`src/rtl/poly_arith_pkg.sv`:
```
// Shared polynomial-arithmetic types and constants for the Kyber-style
// coefficient datapath (q = 3329, 12-bit coefficients).
package poly_arith_pkg;

    localparam int COEFF_W = 12;
    typedef logic [COEFF_W-1:0] coeff_t;

    localparam coeff_t Q = 12'd3329;

    localparam int MOD_MUL_LAT = 3;

    // Wide enough for up to 8 requesters; users slice down to their ID_W.
    localparam int TAG_ID_W = 3;

    typedef struct packed {
        logic                vld;
        logic [TAG_ID_W-1:0] id;
    } mul_tag_t;

    localparam logic [13:0] Q1_14 = 14'd3329;
    localparam logic [13:0] Q2_14 = 14'd6658;

    function automatic coeff_t reduce_3q(input logic [13:0] r);
        logic [13:0] v;
        v = r;
        if (v >= Q2_14) begin
            v = v - Q2_14;
        end else if (v >= Q1_14) begin
            v = v - Q1_14;
        end
        return COEFF_W'(v);
    endfunction

endpackage

```
`src/rtl/mod_mul.sv`:
```
// Pipelined modular multiplier: (a*b) mod q with Barrett reduction,
// fixed MOD_MUL_LAT-cycle latency, never stalls.
module mod_mul
    import poly_arith_pkg::*;
(
    input  logic   clk,
    input  logic   rst,
    input  logic   valid_i,
    input  coeff_t op1_i,
    input  coeff_t op2_i,
    output coeff_t result_o,
    output logic   valid_o
);

    // floor(2^24 / q); quotient estimate is short by at most 2.
    localparam logic [12:0] BARRETT_M = 13'd5039;

    logic [23:0]            prod_q;
    logic [13:0]            red_q;
    coeff_t                 res_q;
    logic [MOD_MUL_LAT-1:0] vld_q;

    logic [12:0] quot_d;
    logic [13:0] red_d;

    always_comb begin
        quot_d = 13'((37'(prod_q) * 37'(BARRETT_M)) >> 24);
        red_d  = 14'(prod_q - 24'(quot_d) * 24'(Q));
    end

    always_ff @(posedge clk or posedge rst) begin
        if (rst) begin
            prod_q <= '0;
            red_q  <= '0;
            res_q  <= '0;
            vld_q  <= '0;
        end else begin
            prod_q <= 24'(op1_i) * 24'(op2_i);
            red_q  <= red_d;
            res_q  <= reduce_3q(red_q);
            vld_q  <= {vld_q[MOD_MUL_LAT-2:0], valid_i};
        end
    end

    assign result_o = res_q;
    assign valid_o  = vld_q[MOD_MUL_LAT-1];

endmodule

```
`src/rtl/mod_mul_res_fifo.sv`:
```
// First-word-fall-through result FIFO holding {coeff, requester id}.
// Output data reads as zero while empty.
module mod_mul_res_fifo
    import poly_arith_pkg::*;
#(
    parameter  int DEPTH = 8,
    parameter  int ID_W  = 2,
    localparam int PTR_W = $clog2(DEPTH),
    localparam int CNT_W = $clog2(DEPTH + 1)
) (
    input  logic             clk,
    input  logic             rst_n,
    input  logic             wr_en_i,
    input  coeff_t           wr_data_i,
    input  logic [ID_W-1:0]  wr_id_i,
    input  logic             rd_en_i,
    output coeff_t           rd_data_o,
    output logic [ID_W-1:0]  rd_id_o,
    output logic             full_o,
    output logic             empty_o,
    output logic [CNT_W-1:0] count_o
);

    localparam int ENT_W = COEFF_W + ID_W;

    logic [ENT_W-1:0] mem_q [DEPTH];
    logic [PTR_W-1:0] wr_ptr_q, wr_ptr_d;
    logic [PTR_W-1:0] rd_ptr_q, rd_ptr_d;
    logic [CNT_W-1:0] cnt_q, cnt_d;
    logic             do_wr;
    logic             do_rd;

    always_comb begin
        empty_o  = (cnt_q == '0);
        full_o   = (cnt_q == CNT_W'(DEPTH));
        do_wr    = wr_en_i & ~full_o;
        do_rd    = rd_en_i & ~empty_o;
        wr_ptr_d = wr_ptr_q;
        rd_ptr_d = rd_ptr_q;
        if (do_wr) begin
            wr_ptr_d = (wr_ptr_q == PTR_W'(DEPTH - 1)) ? '0 : wr_ptr_q + PTR_W'(1);
        end
        if (do_rd) begin
            rd_ptr_d = (rd_ptr_q == PTR_W'(DEPTH - 1)) ? '0 : rd_ptr_q + PTR_W'(1);
        end
        cnt_d = cnt_q + CNT_W'(do_wr) - CNT_W'(do_rd);
    end

    always_ff @(posedge clk or negedge rst_n) begin
        if (!rst_n) begin
            for (int i = 0; i < DEPTH; i++) begin
                mem_q[i] <= '0;
            end
            wr_ptr_q <= '0;
            rd_ptr_q <= '0;
            cnt_q    <= '0;
        end else begin
            if (do_wr) begin
                mem_q[wr_ptr_q] <= {wr_data_i, wr_id_i};
            end
            wr_ptr_q <= wr_ptr_d;
            rd_ptr_q <= rd_ptr_d;
            cnt_q    <= cnt_d;
        end
    end

    always_comb begin
        {rd_data_o, rd_id_o} = empty_o ? '0 : mem_q[rd_ptr_q];
        count_o = cnt_q;
    end

    assert property (@(posedge clk) disable iff (!rst_n) !(wr_en_i && full_o));

endmodule

```
`src/rtl/mod_mul_arbiter.sv`:
```
// Round-robin sharing of one pipelined mod_mul among N_REQ requesters;
// results return in issue order through a credit-protected FIFO.
module mod_mul_arbiter
    import poly_arith_pkg::*;
#(
    parameter int N_REQ     = 4,
    parameter int RES_DEPTH = 8,
    parameter int ID_W      = $clog2(N_REQ)
) (
    input  logic                     clk,
    input  logic                     rst_n,
    input  logic [N_REQ-1:0]         req_valid_i,
    output logic [N_REQ-1:0]         req_ready_o,
    input  logic [N_REQ*COEFF_W-1:0] req_op1_i,
    input  logic [N_REQ*COEFF_W-1:0] req_op2_i,
    output logic                     res_valid_o,
    input  logic                     res_ready_i,
    output coeff_t                   res_data_o,
    output logic [ID_W-1:0]          res_id_o,
    output logic                     busy_o
);

    localparam int CNT_W = $clog2(RES_DEPTH + 1);

    logic [ID_W-1:0]  ptr_q, ptr_d;
    logic [CNT_W-1:0] cnt_q, cnt_d;
    mul_tag_t         tag_q [MOD_MUL_LAT];
    mul_tag_t         tag_last;

    logic [ID_W:0]    cand;
    logic [ID_W-1:0]  cand_id;
    logic [ID_W-1:0]  gnt_idx;
    logic             gnt_found;
    logic             issue_ok;
    logic             issue;
    logic             pop;

    coeff_t           mul_op1;
    coeff_t           mul_op2;
    coeff_t           mul_res;
    logic             mul_vld;

    logic             fifo_full;
    logic             fifo_empty;
    logic [CNT_W-1:0] fifo_cnt;

    // Credit covers in-flight products too, so the FIFO can never overflow.
    always_comb begin
        gnt_found = 1'b0;
        gnt_idx   = '0;
        cand      = '0;
        cand_id   = '0;
        for (int k = 0; k < N_REQ; k++) begin
            cand = (ID_W + 1)'(ptr_q) + (ID_W + 1)'(k);
            if (cand >= (ID_W + 1)'(N_REQ)) begin
                cand = cand - (ID_W + 1)'(N_REQ);
            end
            cand_id = ID_W'(cand);
            if (!gnt_found && req_valid_i[cand_id]) begin
                gnt_found = 1'b1;
                gnt_idx   = cand_id;
            end
        end
        issue_ok = (cnt_q < CNT_W'(RES_DEPTH));
        issue    = gnt_found & issue_ok & rst_n;
    end

    always_comb begin
        req_ready_o = '0;
        if (issue) begin
            req_ready_o[gnt_idx] = 1'b1;
        end
    end

    always_comb begin
        mul_op1 = req_op1_i[COEFF_W*gnt_idx +: COEFF_W];
        mul_op2 = req_op2_i[COEFF_W*gnt_idx +: COEFF_W];
        pop     = ~fifo_empty & res_ready_i;
        ptr_d   = ptr_q;
        if (issue) begin
            ptr_d = (gnt_idx == ID_W'(N_REQ - 1)) ? '0 : gnt_idx + ID_W'(1);
        end
        cnt_d = cnt_q + CNT_W'(issue) - CNT_W'(pop);
    end

    always_ff @(posedge clk or negedge rst_n) begin
        if (!rst_n) begin
            ptr_q <= '0;
            cnt_q <= '0;
            for (int s = 0; s < MOD_MUL_LAT; s++) begin
                tag_q[s] <= '0;
            end
        end else begin
            ptr_q        <= ptr_d;
            cnt_q        <= cnt_d;
            tag_q[0].vld <= issue;
            tag_q[0].id  <= TAG_ID_W'(gnt_idx);
            for (int s = 1; s < MOD_MUL_LAT; s++) begin
                tag_q[s] <= tag_q[s-1];
            end
        end
    end

    assign tag_last = tag_q[MOD_MUL_LAT-1];

    mod_mul u_mod_mul (
        .clk      (clk),
        .rst      (~rst_n),
        .valid_i  (issue),
        .op1_i    (mul_op1),
        .op2_i    (mul_op2),
        .result_o (mul_res),
        .valid_o  (mul_vld)
    );

    mod_mul_res_fifo #(
        .DEPTH (RES_DEPTH),
        .ID_W  (ID_W)
    ) u_res_fifo (
        .clk       (clk),
        .rst_n     (rst_n),
        .wr_en_i   (tag_last.vld),
        .wr_data_i (mul_res),
        .wr_id_i   (tag_last.id[ID_W-1:0]),
        .rd_en_i   (pop),
        .rd_data_o (res_data_o),
        .rd_id_o   (res_id_o),
        .full_o    (fifo_full),
        .empty_o   (fifo_empty),
        .count_o   (fifo_cnt)
    );

    assign res_valid_o = ~fifo_empty;
    assign busy_o      = (cnt_q != '0);

    assert property (@(posedge clk) disable iff (!rst_n) mul_vld == tag_last.vld);
    assert property (@(posedge clk) disable iff (!rst_n) !(tag_last.vld && fifo_full));
    assert property (@(posedge clk) disable iff (!rst_n)
        !tag_last.vld || (tag_last.id < TAG_ID_W'(N_REQ)));
    assert property (@(posedge clk) disable iff (!rst_n) fifo_cnt <= cnt_q);

endmodule
```
`config.mk`:
```
export PLATFORM = sky130hd
export DESIGN_NAME = mod_mul_arbiter
export DESIGN_NICKNAME = d
export VERILOG_FILES = /design/src/rtl/poly_arith_pkg.sv /design/src/rtl/mod_mul.sv /design/src/rtl/mod_mul_res_fifo.sv /design/src/rtl/mod_mul_arbiter.sv
export SDC_FILE = /design/constraint.sdc
export NUM_CORES = 1
export LEC_CHECK = 0
export BUFFER_PORTS_ARGS = -buffer_cell sky130_fd_sc_hd__buf_2
export CORE_MARGIN = 1
export CORE_UTILIZATION = 60
export CTS_BUF_LIST = sky130_fd_sc_hd__clkbuf_16
export CTS_CLUSTER_SIZE = 10
export DETAILED_ROUTE_END_ITERATION = 10
export HOLD_SLACK_MARGIN = 0.15
export PLACE_DENSITY = 0.76
export SLEW_MARGIN = 20
export SYNTH_ARGS = -nofsm -noshare
export SYNTH_HDL_FRONTEND = slang
export SYNTH_SLANG_ARGS = --single-unit
```
`constraint.sdc`:
```
create_clock -name clk -period 9.7 [get_ports clk]
set_clock_uncertainty 0.05 [all_clocks]
set_input_delay 0.97 -clock clk [delete_from_list [all_inputs] [get_ports clk]]
set_output_delay 0.97 -clock clk [all_outputs]
set_load 0.005 [all_outputs]
```
# == Word level (Yosys, flattened, before mapping) ==
# Cells that the tools add are included.
# word_totals
out_inout_bits,20
word_cells,119
in_bits,103
ff_bits,187
# op_classes
n_lt_le_gt_ge,16
bitwise_logic,9
eq_ne,4
n_addsub,17
multipliers,4
muxes,35
reduce_logical,10
n_shift,2
# ops
op,n
$bwmux 112,1
$shiftx 48x7->12,2
$mux 14,4
$bmux 14 s3,1
$demux 14 s3,1
$mul 24x13->37 const B,1
$mul 12x12->24,1
$mux 12,2
$sub 12x12->12 const B,2
$mux 2,9
$lt 2x3->1 const B,5
$ge 14x12->1 const B,1
$ge 14x13->1 const B,1
$mul 13x12->14 const B,1
$sub 14x14->14,1
$ge 3x3->1 const B,3
$mux 1,9
$add 4x1->4,2
$bmux 1 s2,4
$ge 4x4->1 const B,2
$not 3->4,2
$sub 2x1->2 const B,4
$sub 4x1->4,2
$add 2x2->3 const B,2
other kinds (20),34

# == Depth between registers and ports, before layout ==
# depth
depth_word,19
ltp_mapped,34
ltp_nobuf,34

# == By module ==
# A second synthesis with hierarchy kept.
# unflattened
hier_cells,1804
hier_area_um2,20549.7
# by_module_without_submodules
module,area_each_um2,n_inst,cells_per_inst,seq_area_each_um2
mod_mul,12846.1,1,1314,1326.3
mod_mul_res_fifo,6118.4,1,346,3052.9
mod_mul_arbiter,1585.3,1,144,375.4

# == Worst setup path after synthesis ==
# Ideal clock, no wire load.
# synth_timing
kind,register -> register
start,reg u_mod_mul.prod_q[8]
end,reg u_mod_mul.red_q[13]
setup_ps,123
required_ps,9527
slack_ps,1542
path_stages_with_launch,27
t_arrival_ps,7986
synth_period_minus_slack_ps,8158
n_path_buf,0
cell_sequence,dfrtp_1 -> fa_1 -> fa_1 -> fa_1 -> fa_1 -> inv_1 -> fa_1 -> inv_1 -> ha_1 -> a211o_1 -> o2111ai_1 -> nor3b_2 -> o31ai_4 -> a31o_1 -> a311oi_2 -> xnor2_1 -> ha_1 -> fa_1 -> ha_1 -> fa_1 -> fa_1 -> inv_1 -> ha_1 -> nand2_1 -> a2111oi_0 -> a211o_1 -> xor2_1
# synth_between
elab_chain_len,3
# synth_lines
item,line,source
start: declaration,mod_mul.sv:18,logic [23:0] prod_q;
start signal: assignment,mod_mul.sv:38,prod_q <= 24'(op1_i) * 24'(op2_i);
$mul 24x13->37,mod_mul.sv:27,quot_d = 13'((37'(prod_q) * 37'(BARRETT_M)) >> 24);
$mul 13x12->14,mod_mul.sv:28,red_d = 14'(prod_q - 24'(quot_d) * 24'(Q));
$sub 14x14->14 *,mod_mul.sv:28,
net u_mod_mul.red_d[13],mod_mul.sv:24,logic [13:0] red_d;
end signal: assignment,mod_mul.sv:39,red_q <= red_d;
end: declaration,mod_mul.sv:19,logic [13:0] red_q;
# Mark *: on every way through the listed nets, which the timed path passes. The rest lies on a longest branch.
# A chain may end at the register's enable or synchronous reset.

# == Worst setup path in the final report ==
# layout_timing
start,reg u_mod_mul.prod_q[10]
end,reg u_mod_mul.red_q[13]
# Same word-level chain as after synthesis.

==> results.sh <==
export IMPL_status="complete, no violations"
export IMPL_die_area_mm2=0.03392
export IMPL_synth_async_sr_flop_share=1.000
export IMPL_synth_edf_count=0
export IMPL_synthFlopType="dfrtp_1"
export IMPL_min_path_type="reg -> reg"
export IMPL_insertedDiodeCount=0
export IMPL_max_stage_delay_ns=0.61
export IMPL_synth_top_area_cell="fa_1"
export IMPL_synth_nets=2461
export IMPL_synthTopCellsByArea="fa_1 24%, dfrtp_1 24%, ha_1 15%, inv_1 6.1%, mux2_2 5.5%"
export IMPL_hpwlAfterDp_mm=33.79
export IMPL_drv_cap=0
export IMPL_core_area_mm2=0.03262
export IMPL_drive_gt1_frac=0.1663
export IMPL_die_x_um=184.2
export IMPL_place_congestion=0.9436
export IMPL_cts_resized_gates=0
export IMPL_io_buffer_count=122
export IMPL_ys_warnings_count=0
export IMPL_grt_pass1_wl_mm=71.38
export IMPL_fmax_mhz=114.8
export IMPL_num_io_pins=123
export IMPL_period_minus_slack_ns=8.710
export IMPL_cts_buffers=17
export IMPL_htree_levels=4
export IMPL_maxSlewViolCount=0
export IMPL_postLayoutCellArea_mm2=0.02168
export IMPL_clockBufferDepth=2
export IMPL_grt_pass1_vias=14290
export IMPL_endpoint_kind="register"
export IMPL_syn_area_mm2=0.01991
export IMPL_synth_top_area_frac=0.2393
export IMPL_slew_headroom=0.2569
export IMPL_worstSetupPathType="reg -> reg"
export IMPL_synth_cell_type_count=71
export IMPL_critPathLaunch="u_mod_mul.prod_q[10]$_DFF_PN0_"
export IMPL_cts_tree="yes"
export IMPL_finalHoldViolCount=0
export IMPL_drt_initial_drc_count=684
export IMPL_crit_arrival_ns=9.02
export IMPL_min_delay_start="tag_q[8]$_DFF_PN0_"
export IMPL_clockRootBuffer="clkbuf_16"
export IMPL_period_share=0.8979
export IMPL_required_ns=10.01
export IMPL_rows=66
export IMPL_synthCells=1874
export IMPL_initial_utilization=0.6104
export IMPL_tightest_slew_ns=1.109
export IMPL_post_drt_wl_per_cell_um=17.43
export IMPL_grt_max_degree=79
export IMPL_yosysSeqAreaShare=0.2350
export IMPL_cp_common_cell="fa_1"
export IMPL_wl_mm=42.49
export IMPL_cts_sinks=187
export IMPL_tns_ns=0
export IMPL_grt_overflow_total=0
export IMPL_synth_seq_cells=187
export IMPL_fin_util=0.6648
export IMPL_via_per_inst=5.526
export IMPL_ant_nets=0
export IMPL_avgSynthCellArea_um2=10.63
export IMPL_clkTransAtPathRegs_ns=0.09
export IMPL_grt_antenna_before_repair=0
export IMPL_crit_path_max_fanout=7
export IMPL_layout_nets=2570
export IMPL_die_h_um=184.2
export IMPL_rr_startpoint="u_mod_mul.prod_q[10]$_DFF_PN0_"
export IMPL_dr_pass1_iters=5
export IMPL_vias=13470
export IMPL_ff2ff_setup_slack_ns=0.99
export IMPL_cts_setup_buffers=0
export IMPL_area_delta_synth_final_pct=8.904
export IMPL_clk_latency_ns=0.44
export IMPL_slowest_stage="dfrtp_1"
export IMPL_cp_start_kind="register"
export IMPL_setup_violations=0
export IMPL_placed_area_mm2=0.02107
export IMPL_rsz0062_at_grt="no"
export IMPL_track_usage=0.2688
export IMPL_drcViolationCount=0
export IMPL_ctsHoldBuffers=0
==> worst max-delay path, delay by kind of cell (launching register included) <==
family | cells | cell delay, ns
xor gates and xnor gates | 4 | 0.76
adders and majority gates | 9 | 4.18
buffers and inverters | 3 | 0.16
AOI/OAI and AO/OA | 12 | 2.49
and+or+nand+nor | 2 | 0.37
DFF | 1 | 0.61
==> path summary, 6_finish.rpt <==
path,cells past startpoint,to
min,0,tag_q[4]$_DFF_PN0_
max in group asynchronous,3,u_res_fifo.mem_q[22]$_DFFE_PN0P_
max reg2reg,30,u_mod_mul.red_q[13]$_DFF_PN0_
min in group asynchronous,1,u_res_fifo.mem_q[103]$_DFFE_PN0P_
min reg2reg,0,tag_q[4]$_DFF_PN0_
max,30,u_mod_mul.red_q[13]$_DFF_PN0_
==> sequential cells by signal, summed over array words and instances, names as in the netlist <==
signal,count
u_res_fifo.rd_ptr_q,3
u_mod_mul.red_q,14
u_res_fifo.count_o,4
u_res_fifo.wr_ptr_q,3
u_res_fifo.mem_q,112
ptr_q,2
cnt_q,4
tag_q,6
u_mod_mul.result_o,12
tag_last,3
u_mod_mul.prod_q,24
==> cells in the mapped netlist (11+ instances only) <==
master / count
a21o_1: 25
a21oi_1: 42
a31oi_1: 22
and2_1: 35
and3_1: 37
buf_2: 18
clkbuf_1: 31
dfrtp_1: 187
fa_1: 238
ha_1: 246
inv_1: 323
mux2_1: 17
mux2_2: 97
mux2i_1: 33
mux4_2: 28
nand2_1: 201
nand3_1: 13
nor2_1: 66
nor3_1: 11
o21ai_0: 20
xnor2_1: 49
xor2_1: 19
==> per-stage QoR <==
| stage | hold WS, ns | cells | setup WS [ns] |
|---|---|---|---|
| 3_3_place_gp | 0.2837 | 2406 | 1.169 |
| 2_1_floorplan | 0.2812 | 1874 | 1.542 |
| 3_5_place_dp | 0.2862 | 2406 | 1.029 |
| 6_report | 0.3052 | 2438 | 0.9905 |
| 4_1_cts | 0.3067 | 2438 | 0.9939 |
| 5_1_grt | 0.3141 | 2438 | 0.3976 |
==> area by class of cell <==
class                   count  area, um2
fillers                  2516      10930
inverters                 328       1231
well taps                 442      553.0
clock buffers              17      425.4
multi-input cells        1304      13810
clock inverters            15      190.2
repair buffers            145      789.5
flip-flops and latches    187       4683
==> cells by family (layout without fill, tap and decap cells) <==
group                      count (synthesis)  in the layout  synth area share
DFF                                      187            187            0.2350
xor gates and xnor gates                  69             69           0.03104
buffers and inverters                    383            505           0.07352
AOI/OAI and AO/OA                        169            169           0.05844
and+or+nand+nor                          407            407           0.09539
muxes                                    175            175            0.1127
adders and majority gates                484            484            0.3939
==> layer usage <==
metal	wire, um	global-route usage	vias up
met5	0	0	-
met4	939	0.07333	0
met3	1459	0.02687	59
met2	21710	0.4785	324
met1	18390	0.3498	6762
li1	-	-	6328
==> cells in the final DEF (no fill, tap or decap), types with 19 or more instances in the layout <==
cell type / count
buf_4: 23
xor2_1: 19
mux2_2: 97
mux2i_1: 33
a21o_1: 25
nand2_1: 201
and3_1: 37
nor2_1: 66
a21oi_1: 42
fa_1: 238
xnor2_1: 49
dfrtp_1: 186
buf_2: 121
ha_1: 246
a31oi_1: 22
and2_1: 35
o21ai_0: 20
mux4_2: 28
inv_1: 323
Power is left out: the tool's default activity adds up to more than one toggle a clock period on the data nets, which glitch-free logic cannot reach.
